[config.mk]
export PLATFORM = sky130hd
export DESIGN_NAME = cpu_sequencer
export DESIGN_NICKNAME = d
export VERILOG_FILES = /design/src/rtl/cpu_pkg.sv /design/src/rtl/cpu_alu.sv /design/src/rtl/cpu_sequencer.sv
export SDC_FILE = /design/constraint.sdc
export NUM_CORES = 1
export LEC_CHECK = 0
export CORE_MARGIN = 5
export CORE_UTILIZATION = 45
export CTS_BUF_LIST = sky130_fd_sc_hd__clkbuf_8
export DETAILED_ROUTE_END_ITERATION = 7
export HOLD_SLACK_MARGIN = 0.03
export PLACE_DENSITY = 0.78
export RECOVER_POWER = 25
export SKIP_CTS_REPAIR_TIMING = 1
export SLEW_MARGIN = 20
export SYNTH_ARGS = -nofsm -noshare
export SYNTH_HDL_FRONTEND = slang
export SYNTH_SLANG_ARGS = --single-unit
[constraint.sdc]
create_clock -name clock -period 2 [get_ports clock]
set_input_delay 0.4 -clock clock [delete_from_list [all_inputs] [get_ports clock]]
set_output_delay 0.4 -clock clock [all_outputs]
set_load 0.02 [all_outputs]
[src/rtl/cpu_pkg.sv]
// ============================================================================
// Module      : cpu_pkg
// Description : Shared opcodes, FSM encoding and memory-enable codes for the
//               cpu_sequencer slice.
// Revision    : 1.0 - initial release
// ============================================================================
`default_nettype none

package cpu_pkg;

    localparam int CPU_ADDR_W = 5;
    localparam int CPU_DATA_W = 8;

    localparam logic [2:0] OP_HLT = 3'b000;
    localparam logic [2:0] OP_SKZ = 3'b001;
    localparam logic [2:0] OP_ADD = 3'b010;
    localparam logic [2:0] OP_AND = 3'b011;
    localparam logic [2:0] OP_XOR = 3'b100;
    localparam logic [2:0] OP_LDA = 3'b101;
    localparam logic [2:0] OP_STO = 3'b110;
    localparam logic [2:0] OP_JMP = 3'b111;

    localparam logic [2:0] S_FETCH   = 3'd0;
    localparam logic [2:0] S_LOAD_IR = 3'd1;
    localparam logic [2:0] S_EXEC    = 3'd2;
    localparam logic [2:0] S_OP_LOAD = 3'd3;
    localparam logic [2:0] S_HALT    = 3'd4;

    localparam logic [1:0] MEM_EN_ON  = 2'b01;
    localparam logic [1:0] MEM_EN_OFF = 2'b00;

    // Opcodes that need a second memory read before they can retire.
    function automatic logic is_mem_op(input logic [2:0] op);
        return (op == OP_ADD) || (op == OP_AND) || (op == OP_XOR) || (op == OP_LDA);
    endfunction

endpackage

`default_nettype wire

[src/rtl/cpu_alu.sv]
// ============================================================================
// Module      : cpu_alu
// Description : Combinational accumulator update for ADD/AND/XOR/LDA.
// Revision    : 1.0 - initial release
// ============================================================================
`default_nettype none

module cpu_alu
    import cpu_pkg::*;
#(
    parameter int DATA_W = CPU_DATA_W
) (
    input  logic [2:0]        i_op,
    input  logic [DATA_W-1:0] i_acc,
    input  logic [DATA_W-1:0] i_operand,
    output logic [DATA_W-1:0] o_result
);

    always_comb begin
        o_result = i_operand;
        case (i_op)
            OP_ADD:  o_result = i_acc + i_operand;
            OP_AND:  o_result = i_acc & i_operand;
            OP_XOR:  o_result = i_acc ^ i_operand;
            default: o_result = i_operand;
        endcase
    end

endmodule

`default_nettype wire

[src/rtl/cpu_sequencer.sv]
// ============================================================================
// Module      : cpu_sequencer
// Description : Multi-cycle fetch/decode/execute sequencer driving a 32x8
//               memory with registered read data.
// Revision    : 1.0 - initial release
// ============================================================================
`default_nettype none

module cpu_sequencer #(
    parameter int ADDR_W   = cpu_pkg::CPU_ADDR_W,
    parameter int DATA_W   = cpu_pkg::CPU_DATA_W,
    parameter int RESET_PC = 0
) (
    input  logic              clock,
    input  logic              reset,
    output logic [ADDR_W-1:0] mem_addr,
    output logic [1:0]        mem_rd_en,
    output logic [1:0]        mem_wr_en,
    output logic [DATA_W-1:0] mem_wdata,
    input  logic [DATA_W-1:0] mem_rdata,
    output logic [ADDR_W-1:0] pc_out,
    output logic [DATA_W-1:0] acc_out,
    output logic [DATA_W-1:0] ir_out,
    output logic              halted,
    output logic              retire
);

    import cpu_pkg::*;

    localparam logic [ADDR_W-1:0] C_RESET_PC = ADDR_W'(RESET_PC);

    logic [2:0]        r_state;
    logic [ADDR_W-1:0] r_pc;
    logic [DATA_W-1:0] r_ir;
    logic [DATA_W-1:0] r_acc;

    logic [2:0]        w_op;
    logic [ADDR_W-1:0] w_opnd_addr;
    logic [DATA_W-1:0] w_alu_result;

    assign w_op        = r_ir[DATA_W-1 -: 3];
    assign w_opnd_addr = r_ir[ADDR_W-1:0];

    cpu_alu #(
        .DATA_W (DATA_W)
    ) u_alu (
        .i_op      (w_op),
        .i_acc     (r_acc),
        .i_operand (mem_rdata),
        .o_result  (w_alu_result)
    );

    always_ff @(posedge clock) begin
        if (reset) begin
            r_state <= S_FETCH;
            r_pc    <= C_RESET_PC;
            r_ir    <= '0;
            r_acc   <= '0;
        end else begin
            case (r_state)
                S_FETCH: r_state <= S_LOAD_IR;
                S_LOAD_IR: begin
                    r_ir    <= mem_rdata;
                    r_pc    <= r_pc + ADDR_W'(1);
                    r_state <= S_EXEC;
                end
                S_EXEC: begin
                    case (w_op)
                        OP_HLT: r_state <= S_HALT;
                        OP_SKZ: begin
                            if (r_acc == '0) r_pc <= r_pc + ADDR_W'(1);
                            r_state <= S_FETCH;
                        end
                        OP_JMP: begin
                            r_pc    <= w_opnd_addr;
                            r_state <= S_FETCH;
                        end
                        OP_STO:  r_state <= S_FETCH;
                        default: r_state <= S_OP_LOAD;
                    endcase
                end
                S_OP_LOAD: begin
                    r_acc   <= w_alu_result;
                    r_state <= S_FETCH;
                end
                S_HALT:  r_state <= S_HALT;
                default: r_state <= S_FETCH;
            endcase
        end
    end

    // Memory controls depend only on registered state so the read data
    // never feeds back into the address/enable path.
    always_comb begin
        mem_addr  = r_pc;
        mem_rd_en = MEM_EN_OFF;
        mem_wr_en = MEM_EN_OFF;
        retire    = 1'b0;
        case (r_state)
            S_FETCH: mem_rd_en = MEM_EN_ON;
            S_EXEC: begin
                mem_addr = w_opnd_addr;
                if (w_op == OP_STO) begin
                    mem_wr_en = MEM_EN_ON;
                end else if (is_mem_op(w_op)) begin
                    mem_rd_en = MEM_EN_ON;
                end
                retire = !is_mem_op(w_op);
            end
            S_OP_LOAD: begin
                mem_addr = w_opnd_addr;
                retire   = 1'b1;
            end
            default: ;
        endcase
        if (reset) begin
            mem_rd_en = MEM_EN_OFF;
            mem_wr_en = MEM_EN_OFF;
            retire    = 1'b0;
        end
    end

    assign mem_wdata = r_acc;
    assign pc_out    = r_pc;
    assign acc_out   = r_acc;
    assign ir_out    = r_ir;
    assign halted    = (r_state == S_HALT);

endmodule

`default_nettype wire

==> impl_metrics.json <==
{
  "cp_slowest_cell": "dfxtp_4",
  "violations": "setup timing",
  "ir_worst_vdd_mv": 0.4098,
  "hold_class": "reg2reg",
  "place_ws_ns": -0.5451,
  "met2_usage": 0.3188,
  "hold_start": "pc_out[4]$_SDFFE_PP0P_",
  "fin_util": 0.7008,
  "min_path_cells": 2,
  "p_clk_frac": 0.261,
  "ys_seq_area_frac": 0.2685,
  "finalClockSkew_ns": 0.001961,
  "cp.buffers_inverters": 0,
  "antenna_found_initial": 0,
  "num_vias": 1978,
  "p_per_area_mw_per_mm2": 620.6,
  "synth-async-reset-ratio": 0,
  "startpoint_type": "flop",
  "sequentialPowerShare": 0.333,
  "first_pass_iters": 4,
  "drc": 0,
  "clockRootBuffer": "clkbuf_8",
  "final_cells": 350,
  "dp_hpwl_um": 3988,
  "ctsLongestPathBuffers": 2,
  "clk_pin_slew_ns": 0.09,
  "wl_per_cell_um": 15.74,
  "htree_levels": 1,
  "overflow": 0,
  "status": "finished with violations",
  "p_int_mw": 1.111,
  "slew_viol_final": 0,
  "netlist_top_cells_area": "dfxtp_1 (27%), ha_1 (6.3%), mux2i_1 (5.6%)",
  "r2r-end": "acc_out[6]$_SDFFE_PP0N_",
  "synth_area_leader_cell": "dfxtp_1",
  "power.leakage_nw": 1.314,
  "final_nets": 321,
  "routed_wl_um": 5510,
  "coreArea_mm2": 0.003914,
  "drive_gt1_frac": 0.2467,
  "setup_viol": 1,
  "insertion_delay_ns": 0.27,
  "cp.arrival_ns": 2.26,
  "clock-sinks": 24,
  "area_growth_pct": 53.29,
  "reg2reg_from": "acc_out[0]$_SDFFE_PP0N_",
  "grt_pass1_wl_um": 8590,
  "yosysWarnings": 0,
  "synth_common_cells": "nand2_1 (26), nor2_1 (26), dfxtp_1 (24), a21oi_1 (16), buf_4 (12)",
  "critPathTopFamily": "compound AO/OA/AOI/OAI gates",
  "seq_area_um2": 484.2,
  "top_usage_layer": "met2",
  "end_kind": "flop",
  "synth_edf_count": 0,
  "die_y_um": 73.06,
  "synth-main-ff-cell": "dfxtp_1",
  "gr-usage-met3": 0.02755,
  "max_freq_mhz": 480.3,
  "switchingPower_mw": 0.5910,
  "syn_area_mm2": 0.001789,
  "maxCapViolCount": 0,
  "rsz0062_at_grt": "true",
  "syn_avg_cell_area_um2": 7.882,
  "detail-route-antenna-nets": 0,
  "grt_max_degree": 20,
  "p_sw_frac": 0.3473,
  "p_comb_frac": 0.406,
  "port_buffers": 47,
  "fin_crit_sh": 1.041,
  "worst-path-max-fanout": 3,
  "setup_slack_ns": -0.08204,
  "cts_tree": "done",
  "syn_inst": 227,
  "n_antenna_cell": 0,
  "gp_congestion": 0.8459,
  "rr_worst_depth": 7,
  "path_class": "reg2reg",
  "die_area_mm2": 0.005337,
  "grt_usage": 0.2009,
  "slowest_delay_ns": 0.37,
  "fin_crit_ns": 2.082,
  "num_rows": 23,
  "viasPerCell": 5.651,
  "grt_pass1_vias": 1791,
  "dp.cells": 345,
  "whs_ns": 0.5359,
  "ys_types": 54,
  "reg2reg_slack_ns": -0.08,
  "cp.required_ns": 2.18,
  "ys_seq_elements": 24,
  "worstHoldEndpoint": "pc_out[4]$_SDFFE_PP0P_",
  "die_w_um": 73.06,
  "crit_chain": "ha_4 -> fa_2 -> a211oi_2 -> o31ai_2 -> xor2_1 -> a21oi_1 -> o41ai_2",
  "final-hold-violation-count": 0,
  "numCtsBuffers": 3,
  "drtIter0Drc": 154,
  "synth.top_cell.area_share": 0.2685,
  "multiInputGateArea_mm2": 0.001280,
  "fillers": 306,
  "ioPinCount": 50,
  "met1_usage": 0.2770,
  "start_util": 0.4572
}
[layer usage]
metal	vias up	share of wire	routed length, um
met5	-	0	0
met4	0	0.019	104
met3	9	0.061	336
met2	68	0.48	2643
met1	942	0.44	2425
li1	959	-	-
[kinds of logic after synthesis]
logic type / Yosys count / synth area share
AO/OA/AOI/OAI: 53 / 0.2042
other: 1 / 0.002096
multiplexers: 11 / 0.06224
buffers and inverters: 28 / 0.09021
flip-flops: 24 / 0.2685
adder cells (fa/ha/maj): 10 / 0.07413
XOR/XNOR: 2 / 0.009792
AND/OR/NAND/NOR: 98 / 0.2888
[power by group through the flow]
stage               Clock [mW]  Combinational, mW  Sequential (mW)
detailed placement           0              0.663            0.575
floorplan                    0              0.360            0.600
global route             0.471              0.744            0.573
CTS                      0.453              0.668            0.564
finish                   0.445              0.690            0.567
global placement             0              0.651            0.573
[registers in the layout (all words and copies together), names as in the netlist]
| name | flops |
|---|---|
| ir_out | 8 |
| pc_out | 5 |
| acc_out | 8 |
| r_state | 3 |
[area by class of cell]
cell class                      instances  share of cell area
Clock buffer                            3             0.01505
Clock inverter                          1             0.01095
Inverter                                3            0.004106
Multi-Input combinational cell        176              0.4667
Sequential cell                        24              0.1766
Tap cell                               50             0.02281
Timing Repair Buffer                   93              0.3038
[cell usage in the layout, fill, tap and decap left out, types with 3 or more instances in the layout]
cell,instances
a311oi_1,3
dlygate4sd3_1,6
mux2i_1,10
a211oi_1,3
buf_4,44
nor4_1,4
nor3_1,7
and2b_1,3
o211ai_1,3
a21oi_1,16
a21o_1,3
ha_4,5
clkbuf_2,3
nand2_1,26
clkdlybuf4s50_1,27
dlymetal6s2s_1,12
inv_1,3
ha_1,3
clkbuf_8,3
nand2b_1,4
or3_1,4
nor2_1,25
dfxtp_1,23
nand3_1,3
o21ai_0,8
nor2b_1,4
[metrics by stage]
step	area (um2)	power (mW)	TNS, ns
2_1_floorplan	1817	0.9596	-0.02838
3_3_place_gp	2537	1.224	-2.911
3_5_place_dp	2537	1.238	-3.172
4_1_cts	2609	1.685	-2.719
5_1_grt	2743	1.788	-0.2902
6_report	2743	1.702	-0.08204
[worst min-delay path: stages, from the launching register on]
cell and delay, ns:
dfxtp_1 0.34, o21ai_0 0.08, a21oi_1 0.07
[worst max-delay path by stage]
stage	startpoint	endpoint	slack [ns]	cells after the start
detailed placement	mem_rdata[0]	acc_out[6]$_SDFFE_PP0N_	-0.55	8
floorplan	ir_out[6]$_SDFFE_PP0P_	retire	-0.03	5
global route	acc_out[0]$_SDFFE_PP0N_	acc_out[6]$_SDFFE_PP0N_	-0.15	7
global placement	mem_rdata[0]	acc_out[6]$_SDFFE_PP0N_	-0.47	8
finish	acc_out[0]$_SDFFE_PP0N_	acc_out[6]$_SDFFE_PP0N_	-0.08	7
CTS	ir_out[7]$_SDFFE_PP0P_	retire	-0.42	6
(Power assumes the default switching activity.)
